File: src/rtl/sram_bist_sched.sv
// Runs BIST on SRAM banks one at a time with a per-bank timeout, and
// collects per-bank pass/fail and timeout status for the last sequence.

module sram_bist_slot (
  input  logic sram_clk,
  input  logic sram_rst_n,
  input  logic clr_i,
  input  logic sel_i,
  input  logic run_nxt_i,
  input  logic cap_i,
  input  logic to_i,
  input  logic b_fail_i,
  output logic en_o,
  output logic fail_o,
  output logic tmo_o
);
  logic en_q, fail_q, tmo_q;

  always_ff @(posedge sram_clk or negedge sram_rst_n) begin
    if (!sram_rst_n) begin
      en_q   <= 1'b0;
      fail_q <= 1'b0;
      tmo_q  <= 1'b0;
    end else begin
      en_q <= sel_i & run_nxt_i;
      if (clr_i) begin
        fail_q <= 1'b0;
        tmo_q  <= 1'b0;
      end else if (sel_i && cap_i) begin
        fail_q <= to_i | b_fail_i;
        tmo_q  <= to_i;
      end
    end
  end

  assign en_o   = en_q;
  assign fail_o = fail_q;
  assign tmo_o  = tmo_q;
endmodule

module sram_bist_sched #(
  parameter int NUM_BANKS  = 4,
  parameter int TIMEOUT    = 200000,
  parameter int AUTO_START = 1
) (
  input  logic                 sram_clk,
  input  logic                 sram_rst_n,
  input  logic                 start,
  input  logic                 abort,
  input  logic [NUM_BANKS-1:0] bank_mask,
  output logic [NUM_BANKS-1:0] bist_en_o,
  input  logic [NUM_BANKS-1:0] b_done_i,
  input  logic [NUM_BANKS-1:0] b_fail_i,
  output logic                 busy,
  output logic                 done,
  output logic                 pass,
  output logic                 aborted,
  output logic [NUM_BANKS-1:0] fail_map,
  output logic [NUM_BANKS-1:0] timeout_map
);
  localparam int IDX_W = (NUM_BANKS > 1) ? $clog2(NUM_BANKS) : 1;
  localparam int TO_W  = $clog2(TIMEOUT + 1);
  localparam logic [IDX_W-1:0] LAST = IDX_W'(NUM_BANKS - 1);

  typedef enum logic [2:0] {S_IDLE, S_SCAN, S_RUN, S_GAP, S_FINISH} state_t;

  state_t                state_q, state_d;
  logic [IDX_W-1:0]      idx_q, idx_d;
  logic [TO_W-1:0]       tmo_q, tmo_d;
  logic [NUM_BANKS-1:0]  mask_q, mask_d;
  logic                  auto_q, auto_d;
  logic                  pass_q, pass_d;
  logic                  abrt_q, abrt_d;
  logic                  clr, cap, to;

  always_ff @(posedge sram_clk or negedge sram_rst_n) begin
    if (!sram_rst_n) begin
      state_q <= S_IDLE;
      idx_q   <= '0;
      tmo_q   <= '0;
      mask_q  <= '0;
      auto_q  <= (AUTO_START != 0);
      pass_q  <= 1'b0;
      abrt_q  <= 1'b0;
    end else begin
      state_q <= state_d;
      idx_q   <= idx_d;
      tmo_q   <= tmo_d;
      mask_q  <= mask_d;
      auto_q  <= auto_d;
      pass_q  <= pass_d;
      abrt_q  <= abrt_d;
    end
  end

  always_comb begin
    state_d = state_q;
    idx_d   = idx_q;
    tmo_d   = tmo_q;
    mask_d  = mask_q;
    auto_d  = auto_q;
    pass_d  = pass_q;
    abrt_d  = abrt_q;
    clr     = 1'b0;
    cap     = 1'b0;
    to      = 1'b0;
    case (state_q)
      S_IDLE: begin
        // The post-reset auto run behaves like a start with a full mask.
        if (auto_q || start) begin
          mask_d  = auto_q ? '1 : bank_mask;
          auto_d  = 1'b0;
          idx_d   = '0;
          pass_d  = 1'b0;
          abrt_d  = 1'b0;
          clr     = 1'b1;
          state_d = S_SCAN;
        end
      end
      S_SCAN: begin
        if (abort) begin
          abrt_d  = 1'b1;
          state_d = S_FINISH;
        end else if (mask_q[idx_q]) begin
          tmo_d   = '0;
          state_d = S_RUN;
        end else if (idx_q == LAST) begin
          state_d = S_FINISH;
        end else begin
          idx_d = idx_q + 1'b1;
        end
      end
      S_RUN: begin
        tmo_d = tmo_q + 1'b1;
        if (abort) begin
          abrt_d  = 1'b1;
          state_d = S_FINISH;
        end else if (b_done_i[idx_q]) begin
          cap     = 1'b1;
          state_d = S_GAP;
        end else if (tmo_q == TO_W'(TIMEOUT - 1)) begin
          cap     = 1'b1;
          to      = 1'b1;
          state_d = S_GAP;
        end
      end
      S_GAP: begin
        if (abort) begin
          abrt_d  = 1'b1;
          state_d = S_FINISH;
        end else if (idx_q == LAST) begin
          state_d = S_FINISH;
        end else begin
          idx_d   = idx_q + 1'b1;
          state_d = S_SCAN;
        end
      end
      S_FINISH: begin
        pass_d  = ~|fail_map & ~abrt_q;
        idx_d   = '0;
        state_d = S_IDLE;
      end
      default: state_d = S_IDLE;
    endcase
  end

  for (genvar b = 0; b < NUM_BANKS; b++) begin : g_slot
    sram_bist_slot u_slot (
      .sram_clk   (sram_clk),
      .sram_rst_n (sram_rst_n),
      .clr_i      (clr),
      .sel_i      (idx_q == IDX_W'(b)),
      .run_nxt_i  (state_d == S_RUN),
      .cap_i      (cap),
      .to_i       (to),
      .b_fail_i   (b_fail_i[b]),
      .en_o       (bist_en_o[b]),
      .fail_o     (fail_map[b]),
      .tmo_o      (timeout_map[b])
    );
  end

  assign busy    = (state_q != S_IDLE);
  assign done    = (state_q == S_FINISH);
  assign pass    = pass_q;
  assign aborted = abrt_q;
endmodule

File: config.mk
export PLATFORM = sky130hd
export DESIGN_NAME = sram_bist_sched
export DESIGN_NICKNAME = d
export VERILOG_FILES = /design/src/rtl/sram_bist_sched.sv
export SDC_FILE = /design/constraint.sdc
export NUM_CORES = 1
export LEC_CHECK = 0
export ABC_CLOCK_PERIOD_IN_PS = 3140
export CAP_MARGIN = 15
export CORE_MARGIN = 2
export CORE_UTILIZATION = 35
export DETAILED_ROUTE_END_ITERATION = 16
export DONT_BUFFER_PORTS = 1
export GPL_TIMING_DRIVEN = 0
export PLACE_DENSITY = 0.53
export SETUP_SLACK_MARGIN = 0.05
export SLEW_MARGIN = 10
export SYNTH_ARGS = -nofsm -noshare
export SYNTH_HDL_FRONTEND = slang
export SYNTH_SLANG_ARGS = --single-unit
File: constraint.sdc
create_clock -name sram_clk -period 3.14 [get_ports sram_clk]
set_clock_uncertainty 0.05 [all_clocks]
set_input_delay 0.314 -clock sram_clk [delete_from_list [all_inputs] [get_ports sram_clk]]
set_output_delay 0.314 -clock sram_clk [all_outputs]
set_load 0.02 [all_outputs]
# Word level (Yosys, flattened, before mapping)
# Index checks and enable logic that the tools add are counted.
classes:
  n_eq_ne: 15
  bitwise_logic: 10
  mux: 53
  order_cmp: 1
  add_sub_neg: 2
  n_reduce_logical: 24
op_table:
  columns: ["operator", "count"]
  rows:
  - ["18-bit 2-to-1 mux", 2]
  - ["18-bit one-hot mux with 2 select lines", 1]
  - ["1-bit 2-to-1 mux", 29]
  - ["3-bit 2-to-1 mux", 9]
  - ["18-bit by 1-bit adder with 18-bit output (second input constant)", 1]
  - ["18-bit == test (second input constant)", 1]
  - ["2-bit nonzero test", 7]
  - ["3-bit one-hot mux with 4 select lines", 1]
  - ["2-bit 2-to-1 mux", 5]
  - ["2-bit != test (second input constant)", 5]
  - ["3-bit by 2-bit == test with 1-bit output (second input constant)", 3]
  - ["2-bit one-hot mux with 4 select lines", 1]
  - ["3-bit AND reduction", 2]
  - ["1-bit AND", 5]
  - ["5-bit AND reduction", 1]
  - ["1-bit binary-select mux with 2-bit select", 2]
  - ["2-bit == test (second input constant)", 2]
  - ["1-bit logical AND", 4]
  - ["4-bit 2-to-1 mux", 1]
  - ["1-bit OR", 4]
  - ["1-bit one-hot mux with 2 select lines", 2]
  - ["2-bit AND reduction", 2]
  - ["4-bit nonzero test", 1]
  - ["4-bit OR reduction", 1]
  - ["other kinds (13)", 13]
word_totals:
  input_bits: 16
  regBits: 42
  output_inout_bits: 16

# Logic depth before layout (Yosys ltp)
# Gate-level depths: netlist of run 1.
logic_depth:
  depth_word: 8
  ltp_mapped: 7
  mapped_depth_nobuf: 5

# Cells and area by module
# A second synthesis of run 1 with hierarchy kept.
unflattened:
  cells_unflattened: 230
  area_unflattened_um2: 2255.9
by_module_without_submodules:
  columns: ["mod", "n_inst", "cells_each", "area_per_inst_um2"]
  rows:
  - ["sram_bist_sched", 1, 190, 1775.5]
  - ["sram_bist_slot", 4, 10, 120.1]

# Least setup slack after synthesis of run 1
# No wires, ideal clock.
synth_timing:
  path_kind: "reg2reg"
  from: "register idx_q[0]"
  to: "register tmo_q[13]"
  n_path_buf: 1
  arrival_ns: 1.619
  setup_ns: 0.136
  slack_ns: 1.334
  path_stages_with_launch: 6
  cell_sequence: "dfrtp_1 -> mux4_2 -> a21oi_2 -> clkbuf_1 -> or3_1 -> a21oi_1"
synth_between:
  elab_chain_len: 4
synth_rtl:
  columns: ["item", "line_no", "rtl"]
  rows:
  - ["from (decl)", "68", "logic [IDX_W-1:0] idx_q, idx_d;"]
  - ["from (signal assigned)", "87", "idx_q <= idx_d;"]
  - ["1-bit binary-select mux with 2-bit select", "124", "end else if (mask_q[idx_q]) begin"]
  - ["1-bit 2-to-1 mux (implied by the code)", "124", null]
  - ["2-bit != test (no line)", null, null]
  - ["3-bit AND reduction (no line)", null, null]
  - ["to (signal assigned)", "88", "tmo_q <= tmo_d;"]
  - ["to (decl)", "69", "logic [TO_W-1:0] tmo_q, tmo_d;"]
# Every way passes these cells. The select of a mux whose other input is x is not followed.
# A chain may end at the register's enable or synchronous reset.

# Worst setup path after layout of run 1
layout_timing:
  from: "register idx_q[0]"
  to: "register tmo_q[6]"
# Same word-level chain as after synthesis.

==> impl_results.md, run 1 <==
- ANT cells: 0
- Seq cells post-synth: 42
- Initial antenna violation count: 0
- CP max FO: 10
- DP Worst Slack: 0.992 ns
- IO buf count: 0
- Dpl cell area: 2430 um2
- Synthesized area: 2340 um2
- Synth Warn #: 0
- Core Region: 6420 um2
- Rel. slew slack: 0.530
- Fin crit share: 0.679
- Worst min path class: primary input to flip-flop
- Fin Setup TNS: 0 ns
- Starting DRT DRC Count: 112
- Clk Latency, worst-skew pair: 0.29 ns
- Via count: 1,838
- Area delta synth->final: 9.58%
- Worst r2r path cells: 5
- Post-DP HPWL: 3670 um
- Crit start category: flip-flop
- Maximum vdd drop: 0.320 mV
- Aggregate global-route resource usage: 0.152
- CTS root buf: clkbuf_8
- Worst Path Required: 3.25 ns
- Vias in the first global route: 1,772
- Overall power: 1560 uW
- IO Pins: 32
- Largest net degree at the start of global routing: 43
- Arr. time, crit path: 2.24 ns
- Most common cell after layout, fill and taps aside: dfrtp_1
- Status: finished, final reports clean
- First-pass GRT wire length: 8920 um
- Die X: 85.7 um
- FMAX: 469 MHz
- Fill cell count: 643
- Die height: 85.7 um
- Clk buf depth: 2
- Synthesized area per cell: 9.62 um2
- Final Hold Viols: 0
- CTS Sinks: 42
- Via/cell ratio: 5.57
- CTS Buf Count: 5
- DRC: 0
- Slew of the pin with the lowest slew margin: 0.699 ns
- Final nets: 273
- Placer Congestion: 0.790
- Worst hold path cell count: 2
- Commonest cells after routing, fill and taps aside: dfrtp_1, nand2_1, a21oi_1
- Cell variety after synth: 43
- Total global routing overflow: 0
- Mapped Cells: 243
- Clock transition at the registers of the reported paths: 0.08 ns
- Crit end category: flip-flop
- DR top layer: met4
- DR pass1 iterations: 4
- Initial Utilization: 0.364
- DR WL met3: 194 um
- Layout cells sized above 1: 0.115
- Placement Rows: 29
- CTS tree: built
- Post-route ant nets: 0
- Fin crit period: 2.13 ns
- Met1 wire length: 2610 um
- Final setup vio count: 0
- Die ar.: 7350 um2
- Kind of critical path: flip-flop to flip-flop
- Detailed Route WL: 5200 um
- Syn Nets: 264
- Max cap viols: 0
- Leak Pwr: 0.00110 uW
- Post-synthesis sequential area ratio: 0.450
- Met2 Wirelength: 2320 um
- PnR worst setup slack: 1.01 ns
- RSZ-0062 raised after global routing: no
- Drt wl/cell: 15.8 um
- PD cells: 611 nW/um2
- Pins over their slew limit: 0
- Cell area after layout: 2560 um2
- Clock H-tree levels: 2
- Post-cts sizing count: 0
==> worst max-delay path: stages, from the launching register on <==
cell	delay (ns)
dfrtp_1	0.52
mux4_2	0.61
a21oi_2	0.18
clkbuf_1	0.40
or3_1	0.18
a21oi_1	0.06
==> per-layer routing <==
layer,track usage,vias up
li1,-,904
met1,0.218,903
met2,0.229,25
met3,0.0337,6
met4,0.0505,0
met5,0,-
==> registers in the layout (all words and copies together) (netlist names) <==
name                  flops
state_q                   3
aborted                   1
g_slot.u_slot.fail_o      4
auto_q                    1
tmo_q                    18
pass                      1
g_slot.u_slot.tmo_o       4
idx_q                     2
mask_q                    4
g_slot.u_slot.en_o        4
==> synth_stat cells, drive strengths merged <==
cell	count	area, um2
nor3	2	10.0
and4b	1	10.0
nor2	9	33.8
a21boi	7	52.6
nand4bb	1	11.3
nand2	25	93.8
nor3b	2	20.0
ha	5	62.6
a211oi	1	7.51
a41oi	1	8.76
or3	7	43.8
o211ai	1	7.51
nand2b	3	18.8
or4	10	75.1
o221ai	4	35.0
nor4	2	18.8
nor4b	2	30.0
and4	4	35.0
a21oi	23	119
and2	7	43.8
a22o	1	8.76
o21ai	11	55.1
dfrtp	41	1030
dfstp	1	26.3
mux2	1	11.3
nand4	3	18.8
mux2i	3	30.0
inv	7	26.3
buf	14	106
o21bai	1	7.51
nand3	15	75.1
o31ai	10	75.1
and3	4	25.0
mux4	2	48.8
clkbuf	8	30.0
a21o	2	15.0
nand3b	2	15.0
==> cell families (layout without fill, tap and decap cells) <==
family / Yosys count / after routing / synth area share
and+or+nand+nor: 99 / 99 / 0.247
muxes: 6 / 6 / 0.0385
buffers and inverters: 29 / 39 / 0.0696
DFF: 42 / 42 / 0.450
adders and majority gates: 5 / 5 / 0.0268
AOI/OAI and AO/OA: 62 / 62 / 0.168
==> final timing paths <==
kind                            start                     to  slack [ns]
setup / recovery             idx_q[0]               tmo_q[6]        1.01
hold / removal                  abort                aborted        0.11
setup reg to reg             idx_q[0]               tmo_q[6]        1.01
hold reg to reg             mask_q[2]              mask_q[2]        0.44
max in group asynchronous  sram_rst_n                 auto_q        2.30
min in group asynchronous  sram_rst_n  g_slot[2].u_slot.en_o        0.48
==> layout make-up <==
cell class / instances / area, um2 / area share
plain buffers: 22 / 136 / 0.0532
clock buffers: 8 / 90.1 / 0.0352
flip-flops and latches: 42 / 1050 / 0.411
multi-input cells: 172 / 1120 / 0.438
repair buffers: 2 / 37.5 / 0.0147
inverters: 7 / 26.3 / 0.0103
well taps: 77 / 96.3 / 0.0376
==> timing repair <==
action / in CTS / in global routing
hold buffers: 2 / 0
hold endpoints to repair: 42 / 0
buffers inserted: 0 / 0
==> stage by stage <==
stage	hold WS [ns]	utilization	instances
finish	0.111	0.399	330
global route	0.137	0.399	330
CTS	0.108	0.399	330
detailed placement	-0.0299	0.379	320
global placement	-0.0299	0.379	320
floorplan	-0.0316	-	243
==> power by group <==
| part | switching, uW | internal (uW) | total (uW) |
|---|---|---|---|
| Combinational | 311 | 185 | 496 |
| Clock | 185 | 180 | 365 |
| Sequential | 88.4 | 616 | 704 |
| Total | 585 | 980 | 1560 |
(Power assumes the default switching activity.)
==> inputs of run 2 (changes only) <==
- ABC_CLOCK_PERIOD_IN_PS: 3140 -> 1950
- PLACE_DENSITY: 0.53 -> 0.55
- clock period: 3.14 -> 1.95 ns (I/O delays scaled with it)
==> impl_results.md, run 2 (synthesized netlist as in run 1, its figures left out) <==
- IO buf count: 0
- IO Pins: 32
- PnR worst setup slack: 0.0598 ns
- Crit start category: flip-flop
- First-pass GRT wire length: 9180 um
- Flop pwr share: 0.431
- Die X: 85.7 um
- DRC: 0
- Die ar.: 7350 um2
- CP max FO: 5
- Slew of the pin with the lowest slew margin: 0.443 ns
- Post-DP HPWL: 3640 um
- DR pass1 iterations: 6
- Placement Rows: 29
- Aggregate global-route resource usage: 0.157
- Sw Ratio: 0.386
- ANT cells: 0
- Core Region: 6420 um2
- Cell area after layout: 2740 um2
- Crit end category: flip-flop
- RSZ-0062 raised after global routing: yes
- FMAX: 529 MHz
- DP Worst Slack: -0.178 ns
- Placer Congestion: 0.816
- PD cells: 988 nW/um2
- Dpl cells: 320
- Worst Path Required: 2.13 ns
- Maximum vdd drop: 0.512 mV
- Crit path launch: idx_q[0]
- Clk Latency, worst-skew pair: 0.30 ns
- Pins over their slew limit: 0
- Min-Delay Endpoint: mask_q[1]
- Final Hold Viols: 0
- Psw: 1040 uW
- Clk buf depth: 2
- Initial antenna violation count: 0
- Status: finished, final reports clean
- Via/cell ratio: 5.58
- Worst hold path cell count: 2
- Fin crit share: 0.969
- Clock H-tree levels: 2
- CTS root buf: clkbuf_8
- Commonest cells after routing, fill and taps aside: dfrtp_1, nand2_1, buf_4
- Arr. time, crit path: 2.07 ns
- Leak Pwr: 0.00116 uW
- Layout cells sized above 1: 0.236
- Worst R2R End: tmo_q[16]
- Die height: 85.7 um
- Post-route ant nets: 0
- Kind of critical path: flip-flop to flip-flop
- Most flop-heavy register: tmo_q
- Dpl cell area: 2430 um2
- Finished Core Util: 0.426
- Rel. slew slack: 0.703
- Detailed Route WL: 5400 um
- Worst r2r path cells: 5
- CTS Buf Count: 5
- Drt wl/cell: 16.1 um
- Initial Utilization: 0.364
- Fin crit period: 1.89 ns
- Fin Setup TNS: 0 ns
- Most common cell after layout, fill and taps aside: dfrtp_1
- Clock transition at the registers of the reported paths: 0.09 ns
- Area delta synth->final: 17.0%
- Final nets: 279
- Vias in the first global route: 1,861
- Max cap viols: 0
- Starting DRT DRC Count: 120
- Reg-to-Reg Start: idx_q[0]
- Fill cell count: 649
- Worst min path class: primary input to flip-flop
- CTS tree: built
- Hold_sp: bank_mask[1]
- R2R setup slack: 0.06 ns
- P_int: 1660 uW
- Via count: 1,875
- Largest net degree at the start of global routing: 43
- Final setup vio count: 0
- Logic pwr share: 0.352
- Number of flip-flops in the largest register: 18
- Total global routing overflow: 0
- CTS Sinks: 42
- Final non-filler cell total: 336
- Part of the power in the clock network: 0.216
## run 2: power groups by stage
stage / Combinational, uW / Clock, uW / Sequential [uW]
4_1_cts: 821 / 605 / 1150
5_1_grt: 1070 / 639 / 1190
3_5_place_dp: 778 / 0 / 1150
6_report: 952 / 585 / 1160
3_3_place_gp: 775 / 0 / 1150
2_1_floorplan: 617 / 0 / 1110
## run 2: what timing repair did
action / in CTS / in global routing
resized for setup: 7 / 39
pin swaps: 1 / 6
hold buffers: 3 / 0
setup buffers: 2 / 3
setup endpoints to repair: 33 / 32
endpoints found under the hold margin: 44 / 0
cloned: 0 / 1
## run 2: layout make-up
class / instances / area [um2] / share of cell area
Clock buffer: 5 / 68.8 / 0.0252
Timing Repair Buffer: 9 / 92.6 / 0.0339
Tap cell: 77 / 96.3 / 0.0352
Buffer: 21 / 154 / 0.0563
Clock inverter: 3 / 21.3 / 0.00778
Multi-Input combinational cell: 172 / 1220 / 0.446
Sequential cell: 42 / 1060 / 0.387
Inverter: 7 / 26.3 / 0.00961
## run 2: through the flow
stage / power, uW / hold slack (ns)
2_1_floorplan: 1730 / -0.151
3_3_place_gp: 1930 / -0.149
3_5_place_dp: 1930 / -0.149
4_1_cts: 2570 / 0.0110
5_1_grt: 2900 / 0.0167
6_report: 2700 / 0.0144
## run 2: worst max-delay path, cell delays in order (launching register included)
cell	delay, ns
dfrtp_2	0.44
mux4_2	0.43
a21oi_4	0.09
buf_6	0.15
or4_1	0.52
a21oi_2	0.14
## run 2: per-layer routing
metal,part of all wire,vias up,track usage
li1,-,924,-
met1,0.50,924,0.223
met2,0.46,23,0.232
met3,0.030,4,0.0375
met4,0.015,0,0.0592
met5,0,-,0
## run 2: worst max path at each step
stage                             to  slack [ns]  cells after the start
5_1_grt                     tmo_q[5]       -0.02                      6
2_1_floorplan              tmo_q[13]        0.14                      5
6_report                   tmo_q[16]        0.06                      5
4_1_cts        g_slot[3].u_slot.en_o        0.06                      5
3_5_place_dp                tmo_q[6]       -0.18                      5
3_3_place_gp               tmo_q[13]       -0.21                      5
==> inputs of run 3 (changes only) <==
- MAX_ROUTING_LAYER: default -> met4
- RECOVER_POWER: default -> 25
==> impl_results.md, run 3 (synthesized netlist as in run 1, its figures left out) <==
- Status: finished, final reports clean
- Largest net degree at the start of global routing: 43
- Layout cells sized above 1: 0.224
- Rel. slew slack: 0.305
- Most flop-heavy register: tmo_q
- Die ar.: 7350 um2
- Final nets: 279
- Clk Latency, worst-skew pair: 0.30 ns
- Placer Congestion: 0.828
- Most common cell after layout, fill and taps aside: dfrtp_1
- Worst Path Required: 2.13 ns
- Fin crit period: 1.89 ns
- First-pass GRT wire length: 9180 um
- IO Pins: 32
- Clock transition at the registers of the reported paths: 0.09 ns
- Number of flip-flops in the largest register: 18
- Slew of the pin with the lowest slew margin: 1.04 ns
- CTS tree: built
- Fin crit share: 0.970
- Core Region: 6420 um2
- Min Hold Slack: 0.0141 ns
- Crit end category: flip-flop
- Post-DP HPWL: 3640 um
- Final Hold Viols: 0
- Kind of critical path: flip-flop to flip-flop
- Area delta synth->final: 15.9%
- Total global routing overflow: 0
- Crit start category: flip-flop
- Aggregate global-route resource usage: 0.161
- Final setup vio count: 0
- Die height: 85.7 um
- Worst min path class: primary input to flip-flop
- Initial antenna violation count: 0
- DRC: 0
- Starting DRT DRC Count: 134
- FMAX: 529 MHz
- CTS root buf: clkbuf_8
- Drt wl/cell: 16.1 um
- Placement Rows: 29
- ANT cells: 0
- CTS Sinks: 42
- Max cap viols: 0
- RSZ-0062 raised after global routing: yes
- Dpl cell area: 2430 um2
- Leak Pwr: 0.00115 uW
- DR pass1 iterations: 6
- Cell area after layout: 2710 um2
- Via/cell ratio: 5.60
- CTS Buf Count: 5
- Detailed Route WL: 5420 um
- Maximum vdd drop: 0.513 mV
- R2R setup slack: 0.06 ns
- CP max FO: 5
- Clock H-tree levels: 2
- Post-route ant nets: 0
- Pins over their slew limit: 0
- IO buf count: 0
- Commonest cells after routing, fill and taps aside: dfrtp_1, nand2_1, buf_4
- PD cells: 995 nW/um2
- Die X: 85.7 um
- Clk buf depth: 2
- Via count: 1,882
- Initial Utilization: 0.364
- Vias in the first global route: 1,863
- Arr. time, crit path: 2.07 ns
[run 3: cell count changes in the layout (fill, tap and decap cells not counted), sizes merged]
cell / before / now
clkbuf: 10 / 11
buf: 23 / 22
[run 3: layout make-up]
type	count	area [um2]
buffer	21	154
clock buffer	5	68.8
clock inverter	3	21.3
fill	650	3710
inverter	7	26.3
multi-input combinational	172	1210
sequential	42	1060
tap	77	96.3
timing repair buffer	9	77.6
[run 3: worst paths after layout]
check,start,to,cells after the start
max in group asynchronous,sram_rst_n,idx_q[0],2
min in group asynchronous,sram_rst_n,g_slot[3].u_slot.en_o,2
worst min-delay path,bank_mask[1],mask_q[1],2
worst max-delay path,idx_q[0],tmo_q[16],5
worst max register to register,idx_q[0],tmo_q[16],5
worst min register to register,mask_q[2],mask_q[2],2
[run 3: stage by stage]
| step | utilization | power, uW | cells | TNS, ns | worst slack, ns |
|---|---|---|---|---|---|
| 2_1_floorplan | - | 1730 | 243 | 0 | 0.144 |
| 3_3_place_gp | 0.379 | 1930 | 320 | -3.21 | -0.211 |
| 3_5_place_dp | 0.379 | 1930 | 320 | -2.96 | -0.178 |
| 4_1_cts | 0.405 | 2570 | 332 | 0 | 0.0645 |
| 5_1_grt | 0.422 | 2890 | 336 | -0.124 | -0.0242 |
| 6_report | 0.422 | 2690 | 336 | 0 | 0.0589 |
[run 3: repair_timing]
| item | in CTS | in global routing |
|---|---|---|
| gates resized for setup | 7 | 36 |
| pin swaps | 1 | 5 |
| setup buffers | 2 | 3 |
| hold endpoints to repair | 44 | 0 |
| hold buffers | 3 | 0 |
| setup endpoints to repair | 33 | 32 |
| gates cloned | 0 | 1 |
[run 3: report_power, final]
part	internal, uW	leakage [uW]	total (uW)	switching (uW)
Combinational	405	0.000546	944	538
Clock	252	0.0000441	586	334
Sequential	997	0.000563	1160	168
Total	1650	0.00115	2690	1040
[run 3: critical path: stages (launching register included)]
cell and delay (ns):
dfrtp_2 0.44, mux4_2 0.43, a21oi_4 0.09, buf_6 0.15, or4_1 0.52, a21oi_2 0.14
[run 3: layer usage]
| layer | routed length, um | global-route usage |
|---|---|---|
| met1 | 2680 | 0.224 |
| met2 | 2490 | 0.232 |
| met3 | 169 | 0.0366 |
| met4 | 82 | 0.0592 |
| met5 | 0 | - |
